<file path="src/rtl/booth_wallace_mult_pipe.sv">
// Pipelined radix-4 Booth multiplier with a Wallace tree of 3:2 compressors.
//
// Four register stages:
//   S1 - operand, mode and tag capture
//   S2 - Booth recoding and partial-product generation
//   S3 - Wallace reduction to a sum/carry pair
//   S4 - carry-propagate add; result and tag register
// A global stall freezes every stage, bubbles included, while the output is
// valid and not accepted.
//
// Ports:
//   clk, rst_n             clock, asynchronous active-low reset
//   in_valid/in_ready      operand handshake (in_ready = ~stall)
//   in_signed              1: operands are two's complement, 0: unsigned
//   in_a, in_b             multiplicand, multiplier (Booth-recoded)
//   in_tag                 side-band tag returned with the result
//   out_valid/out_ready    result handshake
//   out_product, out_tag   a*b modulo 2^(2*WIDTH), and its tag
module booth_wallace_mult_pipe #(
  parameter int unsigned WIDTH = 16,
  parameter int unsigned TAG_W = 4
) (
  input  logic               clk,
  input  logic               rst_n,
  input  logic               in_valid,
  output logic               in_ready,
  input  logic               in_signed,
  input  logic [WIDTH-1:0]   in_a,
  input  logic [WIDTH-1:0]   in_b,
  input  logic [TAG_W-1:0]   in_tag,
  output logic               out_valid,
  input  logic               out_ready,
  output logic [2*WIDTH-1:0] out_product,
  output logic [TAG_W-1:0]   out_tag
);

  localparam int unsigned P     = 2 * WIDTH;   // product width
  localparam int unsigned NPP   = WIDTH / 2 + 1;
  localparam int unsigned NROWS = NPP + 1;     // partial products plus hot-one row
  localparam int unsigned XW    = WIDTH + 2;   // extended operand width
  localparam int unsigned MW    = WIDTH + 3;   // room for 2*a of an extended operand

  // Row count after 'lvl' levels of 3:2 reduction.
  function automatic int unsigned rows_at(input int unsigned n0, input int unsigned lvl);
    int unsigned n;
    n = n0;
    for (int unsigned k = 0; k < lvl; k++) begin
      if (n > 2) n = (n / 3) * 2 + n % 3;
    end
    return n;
  endfunction

  function automatic int unsigned num_levels(input int unsigned n0);
    int unsigned n;
    int unsigned l;
    n = n0;
    l = 0;
    while (n > 2) begin
      n = (n / 3) * 2 + n % 3;
      l++;
    end
    return l;
  endfunction

  localparam int unsigned LEVELS = num_levels(NROWS);

  logic stall;
  assign stall    = out_valid & ~out_ready;
  assign in_ready = ~stall;

  // ---------------------------------------------------------------- S1
  logic             v1_q;
  logic             sgn1_q;
  logic [WIDTH-1:0] a1_q, b1_q;
  logic [TAG_W-1:0] tag1_q;

  always_ff @(posedge clk or negedge rst_n) begin
    if (!rst_n) begin
      v1_q   <= 1'b0;
      sgn1_q <= 1'b0;
      a1_q   <= '0;
      b1_q   <= '0;
      tag1_q <= '0;
    end else if (!stall) begin
      v1_q   <= in_valid;
      sgn1_q <= in_signed;
      a1_q   <= in_a;
      b1_q   <= in_b;
      tag1_q <= in_tag;
    end
  end

  // ---------------------------------------------------------------- S2
  logic [XW-1:0]  a_ext, b_ext;
  logic [XW:0]    b_pad;           // b_pad[k] = b_ext[k-1], b_pad[0] = b[-1] = 0
  logic [MW-1:0]  a1m, a2m, sel, mag;
  logic [2:0]     trip;
  logic           neg;
  logic [P-1:0]   pp_ext;
  logic [P-1:0]   pp_d [NPP];
  logic [NPP-1:0] neg_d;

  always_comb begin
    a_ext  = sgn1_q ? {{2{a1_q[WIDTH-1]}}, a1_q} : {2'b00, a1_q};
    b_ext  = sgn1_q ? {{2{b1_q[WIDTH-1]}}, b1_q} : {2'b00, b1_q};
    b_pad  = {b_ext, 1'b0};
    a1m    = {a_ext[XW-1], a_ext};
    a2m    = {a_ext, 1'b0};
    trip   = '0;
    sel    = '0;
    neg    = 1'b0;
    mag    = '0;
    pp_ext = '0;
    neg_d  = '0;
    for (int i = 0; i < NPP; i++) begin
      trip = b_pad[2*i +: 3];
      sel  = '0;
      neg  = 1'b0;
      case (trip)
        3'b001, 3'b010: sel = a1m;
        3'b011:         sel = a2m;
        3'b100:         begin sel = a2m; neg = 1'b1; end
        3'b101, 3'b110: begin sel = a1m; neg = 1'b1; end
        default:        sel = '0;
      endcase
      // Ones-complement here; the +1 rides in the hot-one row.
      mag      = neg ? ~sel : sel;
      pp_ext   = {{(P-MW){mag[MW-1]}}, mag};
      pp_d[i]  = pp_ext << (2 * i);
      neg_d[i] = neg;
    end
  end

  logic             v2_q;
  logic [P-1:0]     pp_q [NPP];
  logic [NPP-1:0]   neg_q;
  logic [TAG_W-1:0] tag2_q;

  always_ff @(posedge clk or negedge rst_n) begin
    if (!rst_n) begin
      v2_q   <= 1'b0;
      neg_q  <= '0;
      tag2_q <= '0;
      for (int i = 0; i < NPP; i++) pp_q[i] <= '0;
    end else if (!stall) begin
      v2_q   <= v1_q;
      neg_q  <= neg_d;
      tag2_q <= tag1_q;
      for (int i = 0; i < NPP; i++) pp_q[i] <= pp_d[i];
    end
  end

  // ---------------------------------------------------------------- S3
  logic [P-1:0] hot;

  always_comb begin
    hot = '0;
    for (int i = 0; i < NPP; i++) hot[2*i] = neg_q[i];
  end

  // tree[l] holds the rows entering level l; unused trailing rows are tied to zero.
  logic [P-1:0] tree [LEVELS+1][NROWS];

  for (genvar r = 0; r < NPP; r++) begin : g_row0
    assign tree[0][r] = pp_q[r];
  end
  assign tree[0][NPP] = hot;

  for (genvar l = 0; l < LEVELS; l++) begin : g_lvl
    localparam int unsigned N = rows_at(NROWS, l);
    localparam int unsigned G = N / 3;
    localparam int unsigned M = rows_at(NROWS, l + 1);
    for (genvar g = 0; g < G; g++) begin : g_csa
      assign tree[l+1][2*g]   = tree[l][3*g] ^ tree[l][3*g+1] ^ tree[l][3*g+2];
      // Carry shifted up one column; the carry out of the MSB drops off.
      assign tree[l+1][2*g+1] = ((tree[l][3*g]   & tree[l][3*g+1]) |
                                 (tree[l][3*g]   & tree[l][3*g+2]) |
                                 (tree[l][3*g+1] & tree[l][3*g+2])) << 1;
    end
    for (genvar r = 3 * G; r < N; r++) begin : g_pass
      assign tree[l+1][2*G+r-3*G] = tree[l][r];
    end
    for (genvar r = M; r < NROWS; r++) begin : g_zero
      assign tree[l+1][r] = '0;
    end
  end

  logic             v3_q;
  logic [P-1:0]     sum_q, carry_q;
  logic [TAG_W-1:0] tag3_q;

  always_ff @(posedge clk or negedge rst_n) begin
    if (!rst_n) begin
      v3_q    <= 1'b0;
      sum_q   <= '0;
      carry_q <= '0;
      tag3_q  <= '0;
    end else if (!stall) begin
      v3_q    <= v2_q;
      sum_q   <= tree[LEVELS][0];
      carry_q <= tree[LEVELS][1];
      tag3_q  <= tag2_q;
    end
  end

  // ---------------------------------------------------------------- S4
  logic             v4_q;
  logic [P-1:0]     prod_q;
  logic [TAG_W-1:0] tag4_q;

  always_ff @(posedge clk or negedge rst_n) begin
    if (!rst_n) begin
      v4_q   <= 1'b0;
      prod_q <= '0;
      tag4_q <= '0;
    end else if (!stall) begin
      v4_q   <= v3_q;
      prod_q <= sum_q + carry_q;
      tag4_q <= tag3_q;
    end
  end

  assign out_valid   = v4_q;
  assign out_product = prod_q;
  assign out_tag     = tag4_q;

endmodule

</file>
<file path="config.mk">
export PLATFORM = sky130hd
export DESIGN_NAME = booth_wallace_mult_pipe
export DESIGN_NICKNAME = d
export VERILOG_FILES = /design/src/rtl/booth_wallace_mult_pipe.sv
export SDC_FILE = /design/constraint.sdc
export NUM_CORES = 1
export LEC_CHECK = 0
export ABC_AREA = 1
export CAP_MARGIN = 20
export CELL_PAD_IN_SITES_DETAIL_PLACEMENT = 1
export CELL_PAD_IN_SITES_GLOBAL_PLACEMENT = 2
export CORE_ASPECT_RATIO = 0.6
export CORE_MARGIN = 3
export CORE_UTILIZATION = 43
export CTS_BUF_LIST = sky130_fd_sc_hd__clkbuf_4 sky130_fd_sc_hd__clkbuf_8
export DETAILED_ROUTE_END_ITERATION = 16
export PLACE_DENSITY = 0.93
export SYNTH_ARGS = -nofsm -noshare
export SYNTH_HDL_FRONTEND = slang
export SYNTH_SLANG_ARGS = --single-unit
</file>
<file path="constraint.sdc">
create_clock -name clk -period 4.9 [get_ports clk]
set_input_delay 0.735 -clock clk [delete_from_list [all_inputs] [get_ports clk]]
set_output_delay 0.735 -clock clk [all_outputs]
set_load 0.02 [all_outputs]
</file>
Yosys cells after proc, flatten, opt, wreduce, memory -nomap -nowiden:

Cells that the tools add are included.

* logic and storage cells: 199
* output and inout port bits: 38
* flip-flop bits (word level): 324
* bits of input ports: 41

* reductions and logical operators: 26
* bitwise operators: 68
* eq/ne operators: 51
* multiplexer cells: 29
* add/subtract/negate cells: 1

Operators by type and width (number)
* 31-bit bitwise AND: 22
* 31-bit OR: 16
* 32-bit bitwise XOR: 15
* 19-bit case mux with 2 select lines: 7
* 19-bit 2-to-1 mux: 7
* 19-bit NOT: 7
* 3-bit == test (second input constant): 24
* 31-bit by 17-bit bitwise AND with 31-bit output: 2
* 18-bit 2-to-1 mux: 3
* 3-bit by 2-bit == test with 1-bit output (second input constant): 16
* 18-bit case mux with 2 select lines: 1
* 32-bit adder: 1
* 16-bit case mux with 2 select lines: 1
* 4-bit OR reduction: 8
* 32-bit by 17-bit bitwise XOR with 32-bit output: 1
* 3-bit by 1-bit == test with 1-bit output (second input constant): 8
* 3-bit OR reduction: 8
* 2-bit OR reduction: 10
* 18-bit NOT: 1
* 16-bit 2-to-1 mux: 1
* 16-bit NOT: 1
* 1-bit 2-to-1 mux: 9
* 2-bit == test (second input constant): 2
* 2-bit by 1-bit == test with 1-bit output (second input constant): 1
* 2 further kinds: 3

Logic depth before layout (Yosys ltp):

* depth after elaboration: 15
* depth in mapped cells: 13
* depth with buffers taken out: 13

Worst setup path before layout:

Ideal clock, no wire load.

* path type: register -> register
* start: register, netlist name pp_q[273]
* end: register sum_q[29]
* stages on the path, launching flop included: 12
* setup slack: 1.630 ns
* period minus slack after synthesis: 3.270 ns
* arrival: 3.154 ns
* buffers on the path: 0
* cell sequence: dfrtp_1 -> inv_1 -> fa_1 -> fa_1 -> inv_1 -> fa_1 -> inv_1 -> fa_1 -> inv_1 -> ha_1 -> nand2_1 -> nand2_1

RTL lines
* to (signal assigned): RTL line 200 `sum_q <= tree[LEVELS][0];`
* to (decl): RTL line 189 `logic [P-1:0] sum_q, carry_q;`

==> qor.yml <==
outcome:
  status: "finished clean"
logic_synthesis:
  synth_xor_area_share_pct: 1.292
  ys_types: 45
  synthesis.area_sq_mm: 0.02033
  synth_area_leaders: "dfrtp_1, fa_1, nand2_1"
  synth-seq-cells: 314
  ys_seq_area_share_pct: 38.64
  synthFlopType: "dfrtp_1"
  avgSynthCellArea_sq_um: 8.620
  synth_top_area_share_pct: 38.64
  synth_most_common_cell: "nand2_1"
  synth_compound_area_share_pct: 13.71
  synth.area.mux_share_pct: 0.2277
  synth_cells: 2359
  yosysWarnings: 0
  synth_nets: 2635
  synthAdderAreaFrac_pct: 19.44
  netlist_top_cells_count: "nand2_1, dfrtp_1, inv_1"
  synth_edf_count: 0
  synth_largest_area_cell: "dfrtp_1"
  ys_async_sr_fraction_pct: 100.0
  synth_top_family_by_area: "adder cells"
  synthSimpleGateAreaFrac_pct: 18.03
clocking:
  cts_resized: 0
  tritoncts: "yes"
  numCtsBuffers: 52
  cts.sinks: 314
  cts.path.max_buffers: 3
  hold_buffers: 0
  cts_max_level: 2
  clk_latency_ns: 0.64
  clock-root-buffer: "clkbuf_8"
  postCtsSetupRepairBufs: 0
  clkSlewWorstSetupHoldPaths_ns: 0.07
detailed_routing:
  m1WireLength_mm: 31.61
  first_iter_violations: 1504
  dr_wl_met2_mm: 29.14
  vias: 17400
  wl_mm: 68.98
  drt_first_pass_iters: 5
  wire_per_inst_um: 22.54
  drc: 0
  postRouteAntennaNets: 0
  route.met3.wl_mm: 6.380
  routed.top_layer: "met5"
  via_per_inst: 5.687
critical_path:
  slowest_stage: "fa_1"
  crit_buf_inv: 3
  path_common_cell: "fa_1"
  cp_slowest_stage_delay_ns: 0.77
  cp.required_ns: 5.42
  crit_chain: "inv_1 -> fa_1 -> fa_1 -> inv_1 -> fa_1 -> fa_1 -> xnor2_1 -> xnor2_1 -> inv_1 -> nand2_1 -> nand3_1 -> nand2_1"
  cp_max_fo: 7
  path_class: "reg -> reg"
  crit_family: "adder cells"
  startpoint_type: "flip-flop"
  end_kind: "flip-flop"
  worstPathArrival_ns: 4.21
timing:
  fin_crit_ns: 3.681
  tightest_slew_ns: 1.068
  slew-limit-headroom_pct: 28.78
  rsz0062_at_grt: "false"
  finalSetupTns_ns: 0
  drv_slew: 0
  fmax_mhz: 271.6
  finalSetupViolCount: 0
  finalHoldViolCount: 0
  finalClockSkew_ns: 0.05192
  worst_slack_ns: 1.219
  period_share_pct: 75.13
cells_and_area:
  utilization_pct: 48.77
  syn_to_final_growth_pct: 11.48
  layout-drive-gt1-share_pct: 7.037
  num-fill-cells: 5431
  stdcell_count: 3060
  nNetsFinal: 2670
  n_antenna_cell: 0
global_routing:
  grt_pass1_wl_mm: 106.9
  antenna_found_initial: 2
  grt_max_degree: 208
  overflow: 0
  grt_use_total_pct: 27.65
  grt_pass1_vias: 18150
placed_design:
  gp_congestion: 0.9463
  hpwlAfterDp_mm: 49.96
  dp.cells: 2969
  pre_cts_slack_ns: 1.305
  numPortBuffers: 78
die:
  num_rows: 61
  io_pins: 79
  core_area_sq_mm: 0.04648
  die-area_sq_mm: 0.05002
  die_x_um: 286.7
  die_y_um: 174.4
  initial_utilization_pct: 43.75
min_path:
  holdCritPathClass: "in -> async"
run:
  cap_violations: 0
-- logic make-up after synthesis --
kind of cell	Yosys count
AOI/OAI and AO/OA	452
xor gates and xnor gates	30
adders and majority gates	235
buffers and inverters	436
DFF	314
muxes	3
and+or+nand+nor	889
-- final cells by class --
class	count	area (sq um)	share of cell area, %
Tap cell	630	788.3	3.477
Inverter	322	1216	5.365
Multi-Input combinational cell	1609	10720	47.30
Timing Repair Buffer	95	953.4	4.206
Clock inverter	13	157.7	0.6955
Clock buffer	77	972.2	4.289
Sequential cell	314	7858	34.66
-- cell usage in the layout (no fill, tap or decap), types with 36 or more instances in the layout --
master | synthesis | routed
nand3_1 | 76 | 76
clkbuf_8 | 0 | 63
o211ai_1 | 62 | 62
dfrtp_1 | 314 | 314
fa_1 | 135 | 135
inv_1 | 311 | 311
o22ai_1 | 113 | 113
a21oi_1 | 36 | 36
nand2_1 | 694 | 694
clkdlybuf4s50_1 | 0 | 77
ha_1 | 100 | 100
o21ai_0 | 155 | 155
nor2_1 | 45 | 45
-- sequential cells by signal, indices dropped and copies added (netlist names), 4 cells and up --
register,flops
tag1_q,4
out_product,32
a1_q,16
tag2_q,4
sum_q,32
neg_q,9
carry_q,28
out_tag,4
tag3_q,4
pp_q,160
b1_q,16
-- per-layer routing --
layer,track usage [%],vias up
met5,1.346,-
met4,6.864,4
met3,7.654,129
met2,39.92,716
met1,40.88,8841
li1,-,7711
-- stage by stage --
stage	hold slack, ns	cell area, sq um
after detailed placement	0.4574	21520
after global placement	0.4482	21500
after floorplan	0.4198	20330
final	0.1659	22670
after CTS	0.1826	22650
after global routing	0.2223	22670
-- final timing paths --
kind,start,endpoint,slack [ns],cells after the start
setup reg to reg,pp_q[273],sum_q[31],1.22,12
max in group asynchronous,rst_n,pp_q[16],3.44,2
min in group clk,sum_q[0],out_product[0],0.46,2
hold reg to reg,sum_q[0],out_product[0],0.46,2
setup / recovery,pp_q[273],sum_q[31],1.22,12
hold / removal,rst_n,carry_q[25],0.17,1
Power is not shown: default switching activity piles up to over one toggle a cycle in this logic, so the estimate is an artifact.
==> RTL edit 1, RTL diff (config.mk and constraints unchanged) <==
Change the parameter `WIDTH` from 16 to 8.
--- a/src/rtl/booth_wallace_mult_pipe.sv
+++ b/src/rtl/booth_wallace_mult_pipe.sv
@@ -18,5 +18,5 @@
 //   out_product, out_tag   a*b modulo 2^(2*WIDTH), and its tag
 module booth_wallace_mult_pipe #(
-  parameter int unsigned WIDTH = 16,
+  parameter int unsigned WIDTH = 8,
   parameter int unsigned TAG_W = 4
 ) (
Interface: changed (resized in_a, in_b and out_product); port bits go from 79 to 47. No check against the original RTL was run, so the function may have changed too.
==> RTL edit 1 against the unedited design <==
  * Sequential cell count fell by 179
  * Maximum frequency rose by 7.6%
  * Area after synthesis fell by 63%
  * Critical path depth fell by 8
  * Routed wire length fell by 71%
  * Final area fell by 62%
  * Worst setup slack improved by 0.26 ns
  * Clock skew fell by 0.040 ns
==> RTL edit 1: results (changes against the unedited design) <==
metric,value,unit,change
Diodes inserted,0,,unchanged
Worst-path clk slew,0.09,ns,+0.02 ns
"CP delay by family, top",buffers and inverters,,
r2r startpoint,pp_q[59],,
Placed Cells incl. Taps,1132,,-62%
max_cap viols,0,,unchanged
hold crit path type,primary input to asynchronous set/reset pin,,
HPWL after DPL,14380,microns,-71%
max reg flops,48,,-70%
top post-synthesis cells by area,"dfrtp_1 (45%), nand2_1 (17%), ha_1 (7.5%)",,
non-filler instance count after layout,1164,,-62%
IO buf count,46,,-41%
initial antenna violation count,0,,-2
largest net degree at the start of global routing,95,,-54%
Post-DP Area,0.008173,sq mm,-62%
Max Fclk,292.2,MHz,+7.6%
most frequent cells after synthesis,"nand2_1 (332), dfrtp_1 (135), inv_1 (100), o21ai_0 (47), ha_1 (45)",,
vias per cell,5.192,,-8.7%
Syn Inst Count,885,,-62%
Synthesized Nets,983,,-63%
Nets,1021,,-62%
vias in the first global route,6426,,-65%
GRT Total Usage,22.42,%,-5.2 points
Unique masters post-synth,32,,-29%
Ys Warns,0,,unchanged
crit path launch,out_ready,,
Main synth FF type,dfrtp_1,,
Slew HR,33.08,%,+4.3 points
clock root cell,clkbuf_8,,
ys async rst share,100.0,%,unchanged
register area share after synthesis,44.74,%,+6.1 points
Slowest Stage Delay on Critical Path,0.64,ns,-0.13 ns
global-route wire length before repair,33660,microns,-69%
Starting DRT DRC Count,484,,-68%
worst reg2reg path depth,7,,-5
post-CTS repair timing setup buffer count,0,,unchanged
CP Capture Point,in_ready,,
CTS Buf Count,17,,-67%
H-tree depth,4,,+2
Worst R2R End,sum_q[13],,
CP Max Fanout,55,,+48
VDD IR-drop max,282.4,uV,
later-pin clock latency in the skew report,0.45,ns,-0.19 ns
largest reg by FF count,pp_q,,
Leakage,4.335,nW,
Placement Setup Slack,1.455,ns,+0.1508 ns
post_cts resized,0,,unchanged
gpl congestion,0.8495,,-10%
final wirelength,20020,microns,-71%
CTS max path bufs,2,,-1
Clock Skews,0.01213,ns,-0.03979 ns
layout cells sized above 1,5.983,%,-1.1 points
reg2reg setup slack,2.40,ns,+1.18 ns
DRT Pass-1 Iters,5,,unchanged
slowest CP cell,clkdlybuf4s50_1,,
status,"complete, no violations",,
CP arrival,2.69,ns,-1.52 ns
==> RTL edit 1: cell count changes in the layout (fill, tap and decap cells not counted), moves of 34 or more <==
cell	before	now
nand2_1	694	332
inv_1	311	100
dfrtp_1	314	135
o21ai_0	155	47
fa_1	135	28
o22ai_1	113	24
ha_1	100	45
clkbuf_8	63	17
nand3_1	76	34
a22oi_1	34	0
==> RTL edit 1: kinds of logic (layout without fill, tap and decap cells) <==
group,after synthesis,count (layout),share of synthesized area [%]
simple gates,403,403,21.52
buf+inv,138,189,7.357
flops,135,135,44.74
compound gates,123,123,9.992
fa+ha+maj,73,73,14.88
xor+xnor,13,13,1.508
==> RTL edit 1: report_power, final <==
group,internal (mW),switching [mW]
combinational,1.39,2.20
clock,0.472,0.500
sequential,1.62,0.355
total,3.49,3.05
==> RTL edit 1: cell type report <==
type | instances | area (sq um)
clock buffer | 18 | 241.5
clock inverter | 14 | 162.7
sequential | 135 | 3378
fill | 2032 | 8134
multi-input combinational | 612 | 3617
tap | 228 | 285.3
timing repair buffer | 49 | 484.2
inverter | 108 | 407.9
==> RTL edit 1: worst min path at each step <==
stage             start         endpoint  slack (ns)  cells past startpoint
2_1_floorplan      v3_q        out_valid        0.42                      2
3_3_place_gp       v3_q        out_valid        0.45                      2
3_5_place_dp   sum_q[1]   out_product[1]        0.46                      2
4_1_cts           rst_n  out_product[14]        0.33                      1
5_1_grt           rst_n  out_product[14]        0.36                      1
6_report          rst_n  out_product[13]        0.31                      1
==> RTL edit 1: worst reg2reg max path, delay by kind of cell, from the launching register on <==
kind	cells	cell delay [ns]
buffers and inverters	2	0.40
AND/OR/NAND/NOR	2	0.15
adder cells (fa/ha/maj)	3	1.52
flip-flops	1	0.37
==> RTL edit 1: routing by layer <==
| layer | track usage [%] | vias up | routed length, microns |
|---|---|---|---|
| met4 | 5.098 | 0 | 145 |
| met2 | 33.53 | 130 | 8614 |
| met5 | 0 | - | 0 |
| met3 | 5.324 | 15 | 1190 |
| met1 | 33.21 | 2997 | 10070 |
| li1 | - | 2902 | - |
==> RTL edit 2, RTL diff (config.mk and constraints unchanged) <==
Made on the original files. Reset style: synchronous (`rst_n`), changed in 4 clocked blocks. Comments in the files are not updated.
--- a/src/rtl/booth_wallace_mult_pipe.sv
+++ b/src/rtl/booth_wallace_mult_pipe.sv
@@ -75,5 +75,5 @@
   logic [TAG_W-1:0] tag1_q;
 
-  always_ff @(posedge clk or negedge rst_n) begin
+  always_ff @(posedge clk) begin
     if (!rst_n) begin
       v1_q   <= 1'b0;
@@ -137,5 +137,5 @@
   logic [TAG_W-1:0] tag2_q;
 
-  always_ff @(posedge clk or negedge rst_n) begin
+  always_ff @(posedge clk) begin
     if (!rst_n) begin
       v2_q   <= 1'b0;
@@ -190,5 +190,5 @@
   logic [TAG_W-1:0] tag3_q;
 
-  always_ff @(posedge clk or negedge rst_n) begin
+  always_ff @(posedge clk) begin
     if (!rst_n) begin
       v3_q    <= 1'b0;
@@ -209,5 +209,5 @@
   logic [TAG_W-1:0] tag4_q;
 
-  always_ff @(posedge clk or negedge rst_n) begin
+  always_ff @(posedge clk) begin
     if (!rst_n) begin
       v4_q   <= 1'b0;
Check against the original RTL: not settled (the Yosys comparison gave no result); the edit may change what the design does.
==> RTL edit 2 against the unedited design <==
  * Critical endpoint is now sum_q[31]
  * Count of clock-buffer cells in the layout rose by 12
  * Largest cell class unchanged
  * Final area decreased by 4.0%
  * Sequential cell count did not move
  * Hold slack better by 0.28 ns
  * Highest routed layer is now met4
  * Routed wire length shrank 13%
  * Area after synthesis decreased by 4.5%
  * Worst setup slack got worse by 0.17 ns
  * Non-clock buffer count rose by 1
Power is left out: it rests on default switching activity, and per cell area and clock period it moved more than threefold.
==> RTL edit 2: results (changes against the unedited design) <==
metric,value,unit,change
vias per cell,5.677,,-0.17%
CTS max path bufs,3,,unchanged
largest net degree at the start of global routing,239,,+15%
vias in the first global route,15910,,-12%
gpl congestion,0.9210,,-2.7%
Main synth FF type,edfxtp_1,,
CP arrival,4.38,ns,+0.17 ns
Unique masters post-synth,44,,-2.2%
Post-synth EDFFs,160,,+160
Starting DRT DRC Count,1576,,+4.8%
routed wire length per instance,21.73,microns,-3.6%
initial antenna violation count,0,,-2
met1 global-route usage,36.00,%,-4.9 points
hold crit path type,register to register,,
Fill cells,4996,,-8.0%
Slew @ Worst Pin,1.081,ns,+0.01245 ns
top post-synthesis cells by area,"edfxtp_1 (25%), dfxtp_1 (16%), fa_1 (14%)",,
HPWL after DPL,42500,microns,-15%
later-pin clock latency in the skew report,0.62,ns,-0.02 ns
Ys Warns,0,,unchanged
CP Max Fanout,7,,unchanged
ys async rst share,0,%,-100 points
layout cells sized above 1,7.809,%,+0.77 points
Clock Skews,0.03632,ns,-0.01560 ns
GRT Total Usage,24.73,%,-2.9 points
register area share after synthesis,40.61,%,+2.0 points
grt met3 use,5.101,%,-2.6 points
Post-Synthesis Cell Area,0.01942,sq mm,-4.5%
most frequent cells after synthesis,"nand2_1 (337), inv_1 (311), o21ai_0 (206), edfxtp_1 (160), a21oi_1 (159)",,
global-route wire length before repair,91690,microns,-14%
status,"complete, no violations",,
IO buf count,78,,unchanged
Nets,2414,,-9.6%
Diodes inserted,0,,unchanged
==> RTL edit 2: per-layer routing <==
layer  wire length, microns  vias to the layer above
met3                   5074                       94
met5                      0                        -
met1                  27210                     7824
li1                       -                     7114
met2                  26570                      614
met4                   1052                        0
==> RTL edit 2: cells by family after synthesis <==
| group | count (synthesis) | share of synthesized area, % |
|---|---|---|
| AOI/OAI and AO/OA | 596 | 18.20 |
| muxes | 4 | 0.3092 |
| xor gates and xnor gates | 9 | 0.4058 |
| buffers and inverters | 449 | 9.411 |
| DFF | 314 | 40.61 |
| adders and majority gates | 239 | 20.61 |
| and+or+nand+nor | 482 | 10.45 |
==> RTL edit 2: final timing paths <==
kind                      to  slack [ns]            start  depth (start not counted)
max                sum_q[31]        1.05      pp_q[0][31]                         12
min          out_product[23]        0.45  out_product[23]                          2
max reg2reg        sum_q[31]        1.05      pp_q[0][31]                         12
min reg2reg  out_product[23]        0.45  out_product[23]                          2
==> RTL edit 2: layout make-up <==
type | instances | area (sq um) | share of cell area (%)
inverter | 340 | 1284 | 5.900
clock inverter | 8 | 70.07 | 0.3220
sequential | 314 | 7888 | 36.25
multi-input combinational | 1330 | 9708 | 44.62
timing repair buffer | 96 | 1008 | 4.635
clock buffer | 89 | 1075 | 4.940
tap | 579 | 724.4 | 3.330
==> RTL edit 2: critical path, cell delays in order, from the launching register on <==
cell,delay (ns)
edfxtp_1,0.46
inv_1,0.19
fa_1,0.84
fa_1,0.59
inv_1,0.13
fa_1,0.45
fa_1,0.40
xnor2_1,0.15
xnor2_1,0.24
inv_1,0.06
nand3_1,0.08
nand3_1,0.07
nand2_1,0.09
==> RTL edit 2: per-stage QoR <==
stage / area [sq um] / setup WS [ns] / hold WS [ns] / utilization (%) / cells
final: 21760 / 1.051 / 0.4481 / 49.45 / 2756
after global routing: 21760 / 0.8912 / 0.4678 / 49.45 / 2756
after detailed placement: 20510 / 1.095 / 0.4408 / 46.63 / 2655
after CTS: 21660 / 1.049 / 0.4543 / 49.23 / 2752
after global placement: 20510 / 1.264 / 0.4392 / 46.63 / 2655
after floorplan: 19420 / 1.224 / 0.4322 / - / 2093
